$ cat config.mk
export PLATFORM = sky130hd
export DESIGN_NAME = ltcminer_nonce_hub
export DESIGN_NICKNAME = d
export VERILOG_FILES = /design/src/rtl/ltcminer_nonce_hub_pkg.sv /design/src/rtl/ltcminer_nonce_hub_fifo.sv /design/src/rtl/ltcminer_nonce_hub.sv
export SDC_FILE = /design/constraint.sdc
export NUM_CORES = 1
export LEC_CHECK = 0
export ABC_AREA = 1
export CORE_MARGIN = 5
export CORE_UTILIZATION = 40
export DETAILED_ROUTE_END_ITERATION = 12
export PLACE_DENSITY = 0.69
export SLEW_MARGIN = 20
export SYNTH_ARGS = -nofsm -noshare
export SYNTH_HDL_FRONTEND = slang
export SYNTH_SLANG_ARGS = --single-unit
$ cat constraint.sdc
create_clock -name hash_clk -period 6.6 [get_ports hash_clk]
set_input_delay 0.66 -clock hash_clk [delete_from_list [all_inputs] [get_ports hash_clk]]
set_output_delay 0.66 -clock hash_clk [all_outputs]
set_load 0.02 [all_outputs]
$ cat src/rtl/ltcminer_nonce_hub_pkg.sv
// Shared constants and width helpers for the multi-core nonce hub.
package ltcminer_nonce_hub_pkg;

    localparam int NONCE_W_DEFAULT = 32;

    function automatic int clog2(input int value);
        int result;
        result = 0;
        for (int i = 0; i < 31; i++) begin
            if ((1 << i) < value) begin
                result = i + 1;
            end
        end
        return result;
    endfunction

    // Core index width; a single core still gets a 1-bit index.
    function automatic int cidx_width(input int num_cores);
        return (num_cores <= 1) ? 1 : clog2(num_cores);
    endfunction

endpackage

$ cat src/rtl/ltcminer_nonce_hub_fifo.sv
// Synchronous first-word-fall-through FIFO with occupancy count, full and empty flags.
module ltcminer_nonce_hub_fifo
    import ltcminer_nonce_hub_pkg::*;
#(
    parameter int WIDTH = 34,
    parameter int DEPTH = 8,
    localparam int AW = clog2(DEPTH)
) (
    input  logic             clk_i,
    input  logic             rst_i,
    input  logic             push_i,
    input  logic [WIDTH-1:0] wdata_i,
    input  logic             pop_i,
    output logic [WIDTH-1:0] rdata_o,
    output logic [AW:0]      count_o,
    output logic             full_o,
    output logic             empty_o
);

    localparam logic [AW-1:0] PTR_ONE  = AW'(1);
    localparam logic [AW:0]   CNT_ONE  = (AW + 1)'(1);
    localparam logic [AW:0]   CNT_FULL = (AW + 1)'(DEPTH);

    logic [WIDTH-1:0] mem_q [DEPTH];
    logic [AW-1:0]    wr_ptr_q;
    logic [AW-1:0]    rd_ptr_q;
    logic [AW:0]      count_q;

    always_ff @(posedge clk_i) begin
        if (rst_i) begin
            wr_ptr_q <= '0;
            rd_ptr_q <= '0;
            count_q  <= '0;
        end else begin
            if (push_i) begin
                wr_ptr_q <= wr_ptr_q + PTR_ONE;
            end
            if (pop_i) begin
                rd_ptr_q <= rd_ptr_q + PTR_ONE;
            end
            case ({push_i, pop_i})
                2'b10:   count_q <= count_q + CNT_ONE;
                2'b01:   count_q <= count_q - CNT_ONE;
                default: count_q <= count_q;
            endcase
        end
    end

    always_ff @(posedge clk_i) begin
        if (push_i) begin
            mem_q[wr_ptr_q] <= wdata_i;
        end
    end

    assign rdata_o = mem_q[rd_ptr_q];
    assign count_o = count_q;
    assign full_o  = (count_q == CNT_FULL);
    assign empty_o = (count_q == '0);

endmodule

$ cat src/rtl/ltcminer_nonce_hub.sv
// Multi-core nonce hub: per-core golden-nonce capture, round-robin arbitration into a
// result FIFO streamed to the host, and a rotating LED progress display.
module ltcminer_nonce_hub
    import ltcminer_nonce_hub_pkg::*;
#(
    parameter int NUM_CORES  = 4,
    parameter int PREFIX_W   = 4,
    parameter int NONCE_W    = NONCE_W_DEFAULT,
    parameter int FIFO_DEPTH = 8,
    parameter int LED_W      = 8,
    parameter int LED_DIV    = 24,
    localparam int CIDX_W    = cidx_width(NUM_CORES)
) (
    input  logic                          hash_clk,
    input  logic                          reset,
    output logic [NUM_CORES*PREFIX_W-1:0] core_nonce_msb,
    input  logic [NUM_CORES*NONCE_W-1:0]  core_nonce,
    input  logic [NUM_CORES-1:0]          core_golden,
    output logic                          gn_valid,
    input  logic                          gn_ready,
    output logic [NONCE_W-1:0]            gn_nonce,
    output logic [CIDX_W-1:0]             gn_core,
    output logic [15:0]                   drop_cnt,
    output logic                          overflow,
    output logic [LED_W-1:0]              LEDS_out
);

    localparam int FIFO_AW = clog2(FIFO_DEPTH);
    localparam logic [CIDX_W-1:0]  CIDX_ONE  = CIDX_W'(1);
    localparam logic [LED_DIV-1:0] PRESC_ONE = LED_DIV'(1);

    if ((1 << PREFIX_W) < NUM_CORES) begin : g_prefix_check
        $error("PREFIX_W too narrow to give every core a unique prefix");
    end
    if (FIFO_DEPTH < 2 || (1 << FIFO_AW) != FIFO_DEPTH) begin : g_depth_check
        $error("FIFO_DEPTH must be a power of two >= 2");
    end

    for (genvar i = 0; i < NUM_CORES; i++) begin : g_prefix
        assign core_nonce_msb[i*PREFIX_W +: PREFIX_W] = PREFIX_W'(i);
    end

    logic [NUM_CORES-1:0]      pend_q, pend_d;
    logic [NONCE_W-1:0]        hold_q [NUM_CORES];
    logic [NONCE_W-1:0]        hold_d [NUM_CORES];
    logic [CIDX_W-1:0]         rr_ptr_q, rr_ptr_d;
    logic                      push_vld_q;
    logic [CIDX_W+NONCE_W-1:0] push_data_q;
    logic [15:0]               drop_cnt_q, drop_cnt_d;
    logic                      overflow_q, overflow_d;
    logic [LED_DIV-1:0]        presc_q;
    logic [CIDX_W-1:0]         led_sel_q;
    logic [LED_W-1:0]          leds_q;

    logic                      space_ok;
    logic                      grant_vld;
    logic [CIDX_W-1:0]         grant_idx;
    logic [NUM_CORES-1:0]      grant;
    logic [4:0]                n_drop;
    logic [16:0]               drop_sum;
    logic [FIFO_AW:0]          fifo_count;
    logic                      fifo_full, fifo_empty;

    // A granted entry spends one cycle in the push register, so it counts as occupancy.
    assign space_ok = !fifo_full && ((int'(fifo_count) + int'(push_vld_q)) < FIFO_DEPTH);

    always_comb begin
        grant_vld = 1'b0;
        grant_idx = '0;
        grant     = '0;
        rr_ptr_d  = rr_ptr_q;
        for (int k = 0; k < NUM_CORES; k++) begin
            if (!grant_vld && space_ok && pend_q[(int'(rr_ptr_q) + k) % NUM_CORES]) begin
                grant_vld = 1'b1;
                grant_idx = CIDX_W'((int'(rr_ptr_q) + k) % NUM_CORES);
            end
        end
        for (int i = 0; i < NUM_CORES; i++) begin
            grant[i] = grant_vld && (int'(grant_idx) == i);
        end
        if (grant_vld) begin
            rr_ptr_d = (int'(grant_idx) == NUM_CORES - 1) ? '0 : grant_idx + CIDX_ONE;
        end
    end

    always_comb begin
        pend_d = pend_q;
        hold_d = hold_q;
        n_drop = '0;
        for (int i = 0; i < NUM_CORES; i++) begin
            if (core_golden[i] && (!pend_q[i] || grant[i])) begin
                pend_d[i] = 1'b1;
                hold_d[i] = core_nonce[i*NONCE_W +: NONCE_W];
            end else if (core_golden[i]) begin
                n_drop = n_drop + 5'd1;
            end else if (grant[i]) begin
                pend_d[i] = 1'b0;
            end
        end
        drop_sum   = {1'b0, drop_cnt_q} + {12'd0, n_drop};
        drop_cnt_d = drop_sum[16] ? 16'hFFFF : drop_sum[15:0];
        overflow_d = overflow_q || (n_drop != '0);
    end

    always_ff @(posedge hash_clk) begin
        if (reset) begin
            pend_q     <= '0;
            rr_ptr_q   <= '0;
            push_vld_q <= 1'b0;
            drop_cnt_q <= '0;
            overflow_q <= 1'b0;
            presc_q    <= '0;
            led_sel_q  <= '0;
            leds_q     <= '0;
        end else begin
            pend_q     <= pend_d;
            rr_ptr_q   <= rr_ptr_d;
            push_vld_q <= grant_vld;
            drop_cnt_q <= drop_cnt_d;
            overflow_q <= overflow_d;
            presc_q    <= presc_q + PRESC_ONE;
            if (&presc_q) begin
                led_sel_q <= (int'(led_sel_q) == NUM_CORES - 1) ? '0 : led_sel_q + CIDX_ONE;
            end
            leds_q <= core_nonce[int'(led_sel_q)*NONCE_W + 8 +: LED_W];
        end
    end

    always_ff @(posedge hash_clk) begin
        hold_q <= hold_d;
        if (grant_vld) begin
            push_data_q <= {grant_idx, hold_q[grant_idx]};
        end
    end

    ltcminer_nonce_hub_fifo #(
        .WIDTH (CIDX_W + NONCE_W),
        .DEPTH (FIFO_DEPTH)
    ) u_fifo (
        .clk_i   (hash_clk),
        .rst_i   (reset),
        .push_i  (push_vld_q),
        .wdata_i (push_data_q),
        .pop_i   (gn_valid && gn_ready),
        .rdata_o ({gn_core, gn_nonce}),
        .count_o (fifo_count),
        .full_o  (fifo_full),
        .empty_o (fifo_empty)
    );

    assign gn_valid = !fifo_empty;
    assign drop_cnt = drop_cnt_q;
    assign overflow = overflow_q;
    assign LEDS_out = leds_q;

endmodule

==> results.toml, run 1 <==
[outcome]
outcome = "completed"

[worst_setup_path]
r2r_slack_ns = 0.87
cp_slowest_cell = "buf_4"
cpPeakStageDelay_ns = 0.56
critical_path_peak_fanout = 68
critPathCaptureType = "register"
startpoint = "rr_ptr_q[0]"
required_ns = 7.11
criticalPathCategory = "register to register"
startpoint_type = "register"
r2r-start = "rr_ptr_q[0]"
worstPathArrival_ns = 6.24
crit_path_frequent_cell = "nand2_1"

[global_routing]
grt_usage_pct = 16.5
grt_pass1_vias = 13400
grt_pass1_wl_mm = 74.2
grt_max_degree = 89
gr-total-overflow = 0
antenna_found_initial = 1

[die]
die_area_um2 = 55300
initial_utilization_pct = 40.4
coreArea_um2 = 50200
num_rows = 82
die_x_um = 235
die_h_um = 235
num_io_pins = 211

[final_layout]
final_common_cell = "edfxtp_1"
nNetsFinal = 2050
antenna_cells = 0
multiInputGateArea_um2 = 5130
finalNonFillerCells = 2610
area_growth_pct = 20.7
regArea_um2 = 14500
fillers = 4297
final_layout_size_suffix_gt1_share_pct = 7.59
most-common-layout-cells = "edfxtp_1, nor2_1, o21ai_0"

[yosys]
synth_area_leaders = "edfxtp_1, dfxtp_1, nor2_1, o21ai_0, nand3_1"
synthArstFlopShare_pct = 0
ys_warn_count = 0
syn_area_um2 = 20300
synth_cell_types = 44
synth_top_area_share_pct = 64.2
synth-edff-count = 434
syn_area_per_cell_um2 = 11.8
synth_flop_cell = "edfxtp_1"
ys_seq_area_share_pct = 71.2
syn_inst = 1718
synth_area_leader_cell = "edfxtp_1"
yosys_register_bits = 505

[clock_network]
cts_made_buffers = 49
cts_setup_buffers = 0
cts_root_buffer = "clkbuf_16"
cts_resized = 0
numClockSinks = 505
holdBufCountCts = 0
clk_latency_ns = 0.58
clk_path_buf_depth = 3
h-tree-depth = 2
cts_tree = "done"
clk_pin_slew_ns = 0.06

[power_and_ir_drop]
power.internal_mw = 7.25
power.density_nw_per_um2 = 470
vdd_ir_drop_max_v = 0.000399
p_sw_mw = 4.27
combPwrFrac_pct = 33.8
p_sw_share_pct = 37.1
p_leak_nw = 8.34
p_seq_share_pct = 42.7
clkPwrFrac_pct = 23.5

[detailed_routing]
drt-vias-per-instance = 5.22
wirelength_mm = 47.9
vias = 13600
drt_iter0_drc = 1107
wire_per_inst_um = 18.3
ant_nets = 0
drcViolationCount = 0
drt_pass1_iterations = 5

[placed_design]
dp.cells = 2518
dp_hpwl_mm = 29.9
portBuffers = 194
post-place-ws_ns = 0.966
place.gp.congestion = 0.806

[sta]
finalHoldViolCount = 0
finalCriticalPeriod_ns = 5.73
tns_ns = 0
rsz0062_at_grt = "false"
drv_slew = 0
final.period_utilization_pct = 86.8
final.setup.worst_slack_ns = 0.871
max-slew-margin-rel_pct = 30.5
finClkSkew_ns = 0.0223
worst_slew_pin_slew_ns = 1.04
fmax_ghz = 0.175
setup_viol = 0

[flow_run]
maxCapViolations = 0

[min_path]
hp-class = "register to register"
hold_path_startpoint = "presc_q[0]"
==> routing by layer <==
layer / vias to the layer above / share of wire (%) / global-route usage [%]
li1: 6453 / - / -
met1: 6597 / 44 / 23.1
met2: 495 / 48 / 27.2
met3: 91 / 6.1 / 2.47
met4: 0 / 2.2 / 4.41
met5: - / 0 / 0
==> worst max-delay path: cells and delay by family, from the launching register on <==
kind | cells | cell delay [ns]
compound gates | 4 | 0.47
fa+ha+maj | 3 | 0.99
buf+inv | 4 | 1.00
flops | 1 | 0.51
simple gates | 21 | 2.71
==> flip-flops by register name, summed over array words and instances (netlist names), named ones only <==
name,count
u_fifo.mem_q,272
hold_q,128
push_data_q,34
presc_q,24
drop_cnt,16
LEDS_out,8
pend_q,4
u_fifo.count_o,4
u_fifo.rd_ptr_q,3
u_fifo.wr_ptr_q,3
led_sel_q,2
rr_ptr_q,2
overflow,1
push_vld_q,1
==> per-stage QoR <==
step	util [%]	power, mW	hold slack [ns]	cell area [µm²]
after floorplan	-	7.32	0.418	20300
after global placement	45.7	8.74	0.428	22900
after detailed placement	45.7	8.89	0.444	22900
after CTS	48.8	11.6	0.454	24500
after global routing	48.8	12.2	0.505	24500
final	48.8	11.5	0.450	24500
==> final timing paths <==
check / to / cells past startpoint
setup / recovery: drop_cnt[13] / 32
hold reg to reg: presc_q[0] / 1
setup reg to reg: drop_cnt[13] / 32
hold / removal: presc_q[0] / 1
==> layout make-up <==
cell class / count / share of cell area, %
well taps: 672 / 3.43
flip-flops and latches: 505 / 59.0
multi-input cells: 1028 / 20.9
repair buffers: 219 / 8.75
inverters: 95 / 1.47
clock inverters: 32 / 1.23
clock buffers: 59 / 5.16
==> synth_stat cells, types with 3 or more instances <==
cell type and number:
o21a_1 3, nor2_1 362, nor2_2 4, dfxtp_1 71, nand4_1 6, o22ai_1 34
a31oi_1 36, nand2_2 11, nand3_1 94, o211ai_1 32, a211oi_1 4, ha_1 15
nand2_1 93, nand3_2 4, clkbuf_1 65, inv_2 5, a21oi_1 50, buf_1 3
buf_4 16, inv_1 86, edfxtp_1 434, o21ai_0 217, buf_2 18, xor2_1 6
nor3_1 17, nand2_4 4, xnor2_1 3
==> power by group through the flow <==
stage / combinational [mW] / sequential [mW] / clock (mW)
detailed placement: 3.90 / 4.98 / 0
CTS: 3.91 / 4.92 / 2.76
global placement: 3.79 / 4.95 / 0
finish: 3.89 / 4.92 / 2.71
floorplan: 2.52 / 4.80 / 0
global route: 4.28 / 4.99 / 2.89
==> logic make-up (layout without fill, tap and decap cells) <==
family | count (synthesis) | after routing | synth area share [%]
compound gates | 380 | 380 | 10.3
xor+xnor | 9 | 9 | 0.389
simple gates | 606 | 606 | 12.7
other cells | 2 | 16 | 0.0370
fa+ha+maj | 17 | 17 | 1.12
flops | 505 | 505 | 71.2
buf+inv | 199 | 405 | 4.18
(Power assumes the default switching activity.)
==> run 2, diff against run 1 <==
--- a/config.mk
+++ b/config.mk
@@ -9,7 +9,7 @@
 export CORE_MARGIN = 5
 export CORE_UTILIZATION = 40
 export DETAILED_ROUTE_END_ITERATION = 12
-export PLACE_DENSITY = 0.69
+export PLACE_DENSITY = 0.71
 export SLEW_MARGIN = 20
 export SYNTH_ARGS = -nofsm -noshare
 export SYNTH_HDL_FRONTEND = slang
==> constraint.sdc (replaced) <==
create_clock -name hash_clk -period 5.25 [get_ports hash_clk]
set_input_delay 0.525 -clock hash_clk [delete_from_list [all_inputs] [get_ports hash_clk]]
set_output_delay 0.525 -clock hash_clk [all_outputs]
set_load 0.02 [all_outputs]
==> run 2 against run 1 <==
Critical path type unchanged. Wire length is 3.2% higher. Utilization is 0.95 points higher. Die area stayed put.
==> results.toml, run 2 (synthesis gave the netlist of run 1 again) <==
[outcome]
outcome = "completed"

[final_layout]
largest_reg_flops = 272
final_layout_size_suffix_gt1_share_pct = 11.1
nNetsFinal = 2076
fillers = 4230
regMostFlops = "u_fifo.mem_q"
stdcell_area_um2 = 25000
most-common-layout-cells = "edfxtp_1, nor2_1, o21ai_0"
area_growth_pct = 23.1
final_common_cell = "edfxtp_1"
top_regs = "u_fifo.mem_q x272, hold_q x128, push_data_q x34"

[sta]
setup_viol = 0
max-slew-margin-rel_pct = 28.2
fin_hold_ws_ns = 0.455
worst_slew_pin_slew_ns = 1.07
tns_ns = 0
finalHoldViolCount = 0
final.period_utilization_pct = 96.9
finalCriticalPeriod_ns = 5.09
finClkSkew_ns = 0.0152
drv_slew = 0
final.setup.worst_slack_ns = 0.164
fmax_ghz = 0.197

[detailed_routing]
drt_iter0_drc = 1155
vias = 13800
wire_per_inst_um = 18.7
drt-vias-per-instance = 5.24
drcViolationCount = 0
drt_pass1_iterations = 5
ant_nets = 0
wirelength_mm = 49.4

[global_routing]
grt_usage_pct = 16.9
grt_pass1_wl_mm = 76.0
grt_max_degree = 73
grt_pass1_vias = 13800
gr-total-overflow = 0
antenna_found_initial = 2

[worst_setup_path]
r2r-start = "rr_ptr_q[0]"
cp_slowest_cell = "dfxtp_4"
critPathCaptureType = "register"
critical_path_peak_fanout = 6
startpoint = "rr_ptr_q[0]"
required_ns = 5.72
cpPeakStageDelay_ns = 0.38
criticalPathCategory = "register to register"
crit_path_frequent_cell = "nand2_2"
worstPathArrival_ns = 5.55
startpoint_type = "register"

[die]
initial_utilization_pct = 40.4
die_h_um = 235
num_rows = 82
die_area_um2 = 55300
num_io_pins = 211
coreArea_um2 = 50200
die_x_um = 235

[placed_design]
portBuffers = 194
dp_hpwl_mm = 30.5
dpl_cell_area_um2 = 23000
place.gp.congestion = 0.819
post-place-ws_ns = -0.0622

[clock_network]
holdBufCountCts = 0
cts_root_buffer = "clkbuf_16"
h-tree-depth = 2
numClockSinks = 505
cts_made_buffers = 49
clk_latency_ns = 0.57
clk_pin_slew_ns = 0.06
clk_path_buf_depth = 3
cts_tree = "done"

[min_path]
hold_path_startpoint = "presc_q[0]"
hp-class = "register to register"

[flow_run]
maxCapViolations = 0

[power_and_ir_drop]
power.density_nw_per_um2 = 599
p_leak_nw = 8.51
vdd_ir_drop_max_v = 0.000521
-- run 2: power by group --
group          switching, mW  leakage (nW)  internal [mW]
Clock                   1.47         0.746           1.92
Sequential             0.495          4.62           5.66
Combinational           3.67          3.14           1.76
Total                   5.63          8.51           9.33
-- run 2: final timing paths --
kind                            depth (start not counted)  slack, ns            to
worst max register to register                         36       0.16  drop_cnt[15]
worst min-delay path                                    1       0.46    presc_q[0]
worst min register to register                          1       0.46    presc_q[0]
worst max-delay path                                   36       0.16  drop_cnt[15]
-- run 2: cell type report --
cell class | instances | area, µm² | area share (%)
sequential | 505 | 14500 | 57.9
tap | 672 | 841 | 3.37
inverter | 95 | 373 | 1.49
multi-input combinational | 1028 | 5360 | 21.5
clock inverter | 33 | 269 | 1.08
clock buffer | 59 | 1290 | 5.18
timing repair buffer | 245 | 2360 | 9.46
antenna | 1 | 2.50 | 0.0100
-- run 2: timing repair --
action,4_1_cts,5_1_grt
resized for setup,3,66
endpoints found under the hold margin,0,0
pin swaps,1,37
setup endpoints to repair,6,16
cloned,0,0
buffers inserted,2,20
-- run 2: through the flow --
step	power, mW	std cells	util [%]
after global routing	15.8	2637	49.8
after detailed placement	11.3	2523	45.8
after CTS	14.7	2617	49.0
after global placement	11.1	2522	45.8
after floorplan	9.20	1732	-
final	15.0	2638	49.8
-- run 2: critical path: cells and delay by family (launching register included) --
| kind | cells | cell delay (ns) |
|---|---|---|
| compound gates | 5 | 0.63 |
| flops | 1 | 0.38 |
| simple gates | 20 | 2.33 |
| fa+ha+maj | 5 | 1.16 |
| buf+inv | 6 | 0.49 |
-- run 2: layer usage --
layer  up-vias  share of wire (%)  wire length [µm]  GRT usage, %
met5         -              0.040                20             0
met4         2                2.8              1380          5.52
met3       126                6.9              3420          2.96
met2       559                 48             23500          27.5
met1      6624                 43             21100          23.3
li1       6510                  -                 -             -
==> patch: new RTL, flow settings as in run 2 <==
One comparison of `count_q` changes from == to >=.
--- a/src/rtl/ltcminer_nonce_hub_fifo.sv
+++ b/src/rtl/ltcminer_nonce_hub_fifo.sv
@@ -55,5 +55,5 @@
     assign rdata_o = mem_q[rd_ptr_q];
     assign count_o = count_q;
-    assign full_o  = (count_q == CNT_FULL);
+    assign full_o  = (count_q >= CNT_FULL);
     assign empty_o = (count_q == '0);
 
Check against the original RTL: same outputs for any inputs over 4 cycles, from zero or initial values and one cycle with reset high; that may be too few to reach the edited logic, so the function may still have changed.
==> patch against run 2 <==
Wire length decreased by 3.7%. Setup slack lost 0.00051 ns. Clock skew is essentially flat. Final area is 0.88% lower. Critical path depth did not move. Power shrank 2.6%. Sequential cell count stayed put. Highest routed layer is now met4. Synthesized area is essentially flat.
==> patch: results (changes against run 2) <==
metric	value	unit	change
final WL	47.6	mm	was 49.4 mm
Hold WS	0.447	ns	was 0.455 ns
Post-synth EDFFs	434		unchanged
Resized Gates After CTS	6		was 3
Place WS	-0.152	ns	was -0.0622 ns
GRT met2 Usage	27.2	%	was 27.5%
Yosys cell types	44		unchanged
vias in the first global route	13100		was 13800
WP data arrival	5.59	ns	was 5.55 ns
Slew @ Worst Pin	0.979	ns	was 1.07 ns
Pwr Density	589	nW/um^2	was 599 nW/um^2
clock skew	0.0156	ns	was 0.0152 ns
initial drt markers	973		was 1155
M1 wire length	20.6	mm	was 21.1 mm
first-pass GRT wire length	73.3	mm	was 76.0 mm
Reg power frac	42.5	%	was 41.1%
vias per cell	5.13		was 5.24
Hold Crit Start	presc_q[0]		unchanged
dpl cells	2503		was 2523
Placement Cell Area	23000	sq um	about the same
Power Internal	9.13	mW	was 9.33 mW
Layout Cell Area excl Fill	24800	sq um	was 25000 sq um
Hold Crit Class	register to register		unchanged
Nets	2051		was 2076
peak supply drop	0.000524	V	was 0.000521 V
outcome	complete, no violations		unchanged
filler cell count	4233		was 4230
Detailed Place HPWL	29.4	mm	was 30.5 mm
total CTS buffers	47		was 49
capture point of the worst path	drop_cnt[7]		was drop_cnt[15]
Total GRT Usage	16.3	%	was 16.9%
Pleak	8.52	nW	was 8.51 nW
metal2 WL	22.9	mm	was 23.5 mm
min Tclk post-route	5.09	ns	about the same
Comb pwr share	35.7	%	was 36.3%
metal3 WL	2.85	mm	was 3.42 mm
Synth Area per Inst	12.0	sq um	was 11.8 sq um
initial antenna violation count	0		was 2
CP peak stage delay	0.45	ns	was 0.38 ns
Synth area leaders	edfxtp_1 64%, nor2_1 7.2%, dfxtp_1 7.0%		was edfxtp_1 64%, dfxtp_1 7.0%, nor2_1 6.7%
Post-synth top cells	434 x edfxtp_1, 387 x nor2_1, 245 x o21ai_0		was 434 x edfxtp_1, 362 x nor2_1, 217 x o21ai_0
top sig layer	met4		was met5
worst r2r path cells	36		unchanged
Post-Layout Cell Count	2609		was 2638
routability cong.	0.809		was 0.819
layout cells sized above 1	11.8	%	was 11.1%
R2R Setup Slk	0.16	ns	about the same
setup bufs post-CTS	0		was 2
register area share after synthesis	71.3	%	was 71.2%
# diodes	0		was 1
CP startpoint	rr_ptr_q[0]		unchanged
worst-path fanout max	7		was 6
first-pass detailed-route iteration total	7		was 5
CTS Buffer Depth	3		unchanged
met1 Use GR	22.1	%	was 23.3%
[patch: cell types whose count changed in the layout (fill, tap and decap cells not counted), sizes merged, moves of 6 or more]
| cell | change |
|---|---|
| nand3 | -75 |
| inv | -18 |
| nand4 | +7 |
| nor2 | +32 |
| o211ai | -32 |
| o21ai | +27 |
| clkbuf | +6 |
| a21oi | +6 |
| clkinvlp | -6 |
| o22ai | +32 |
[patch: kinds of logic (layout without fill, tap and decap cells)]
kind of cell	Yosys count	after routing	synth area share, %
compound gates	407	407	10.7
xor+xnor	12	12	0.518
fa+ha+maj	17	17	1.12
buf+inv	178	409	3.78
flops	505	505	71.3
other cells	2	16	0.0370
simple gates	571	571	12.5
[patch: cell type report]
cell class / count / area share (%)
Timing Repair inverter: 1 / 0.0354
Clock inverter: 22 / 0.591
Timing Repair Buffer: 243 / 9.38
Sequential cell: 505 / 58.5
Tap cell: 672 / 3.40
Inverter: 78 / 1.26
Multi-Input combinational cell: 1023 / 21.6
Clock buffer: 65 / 5.27
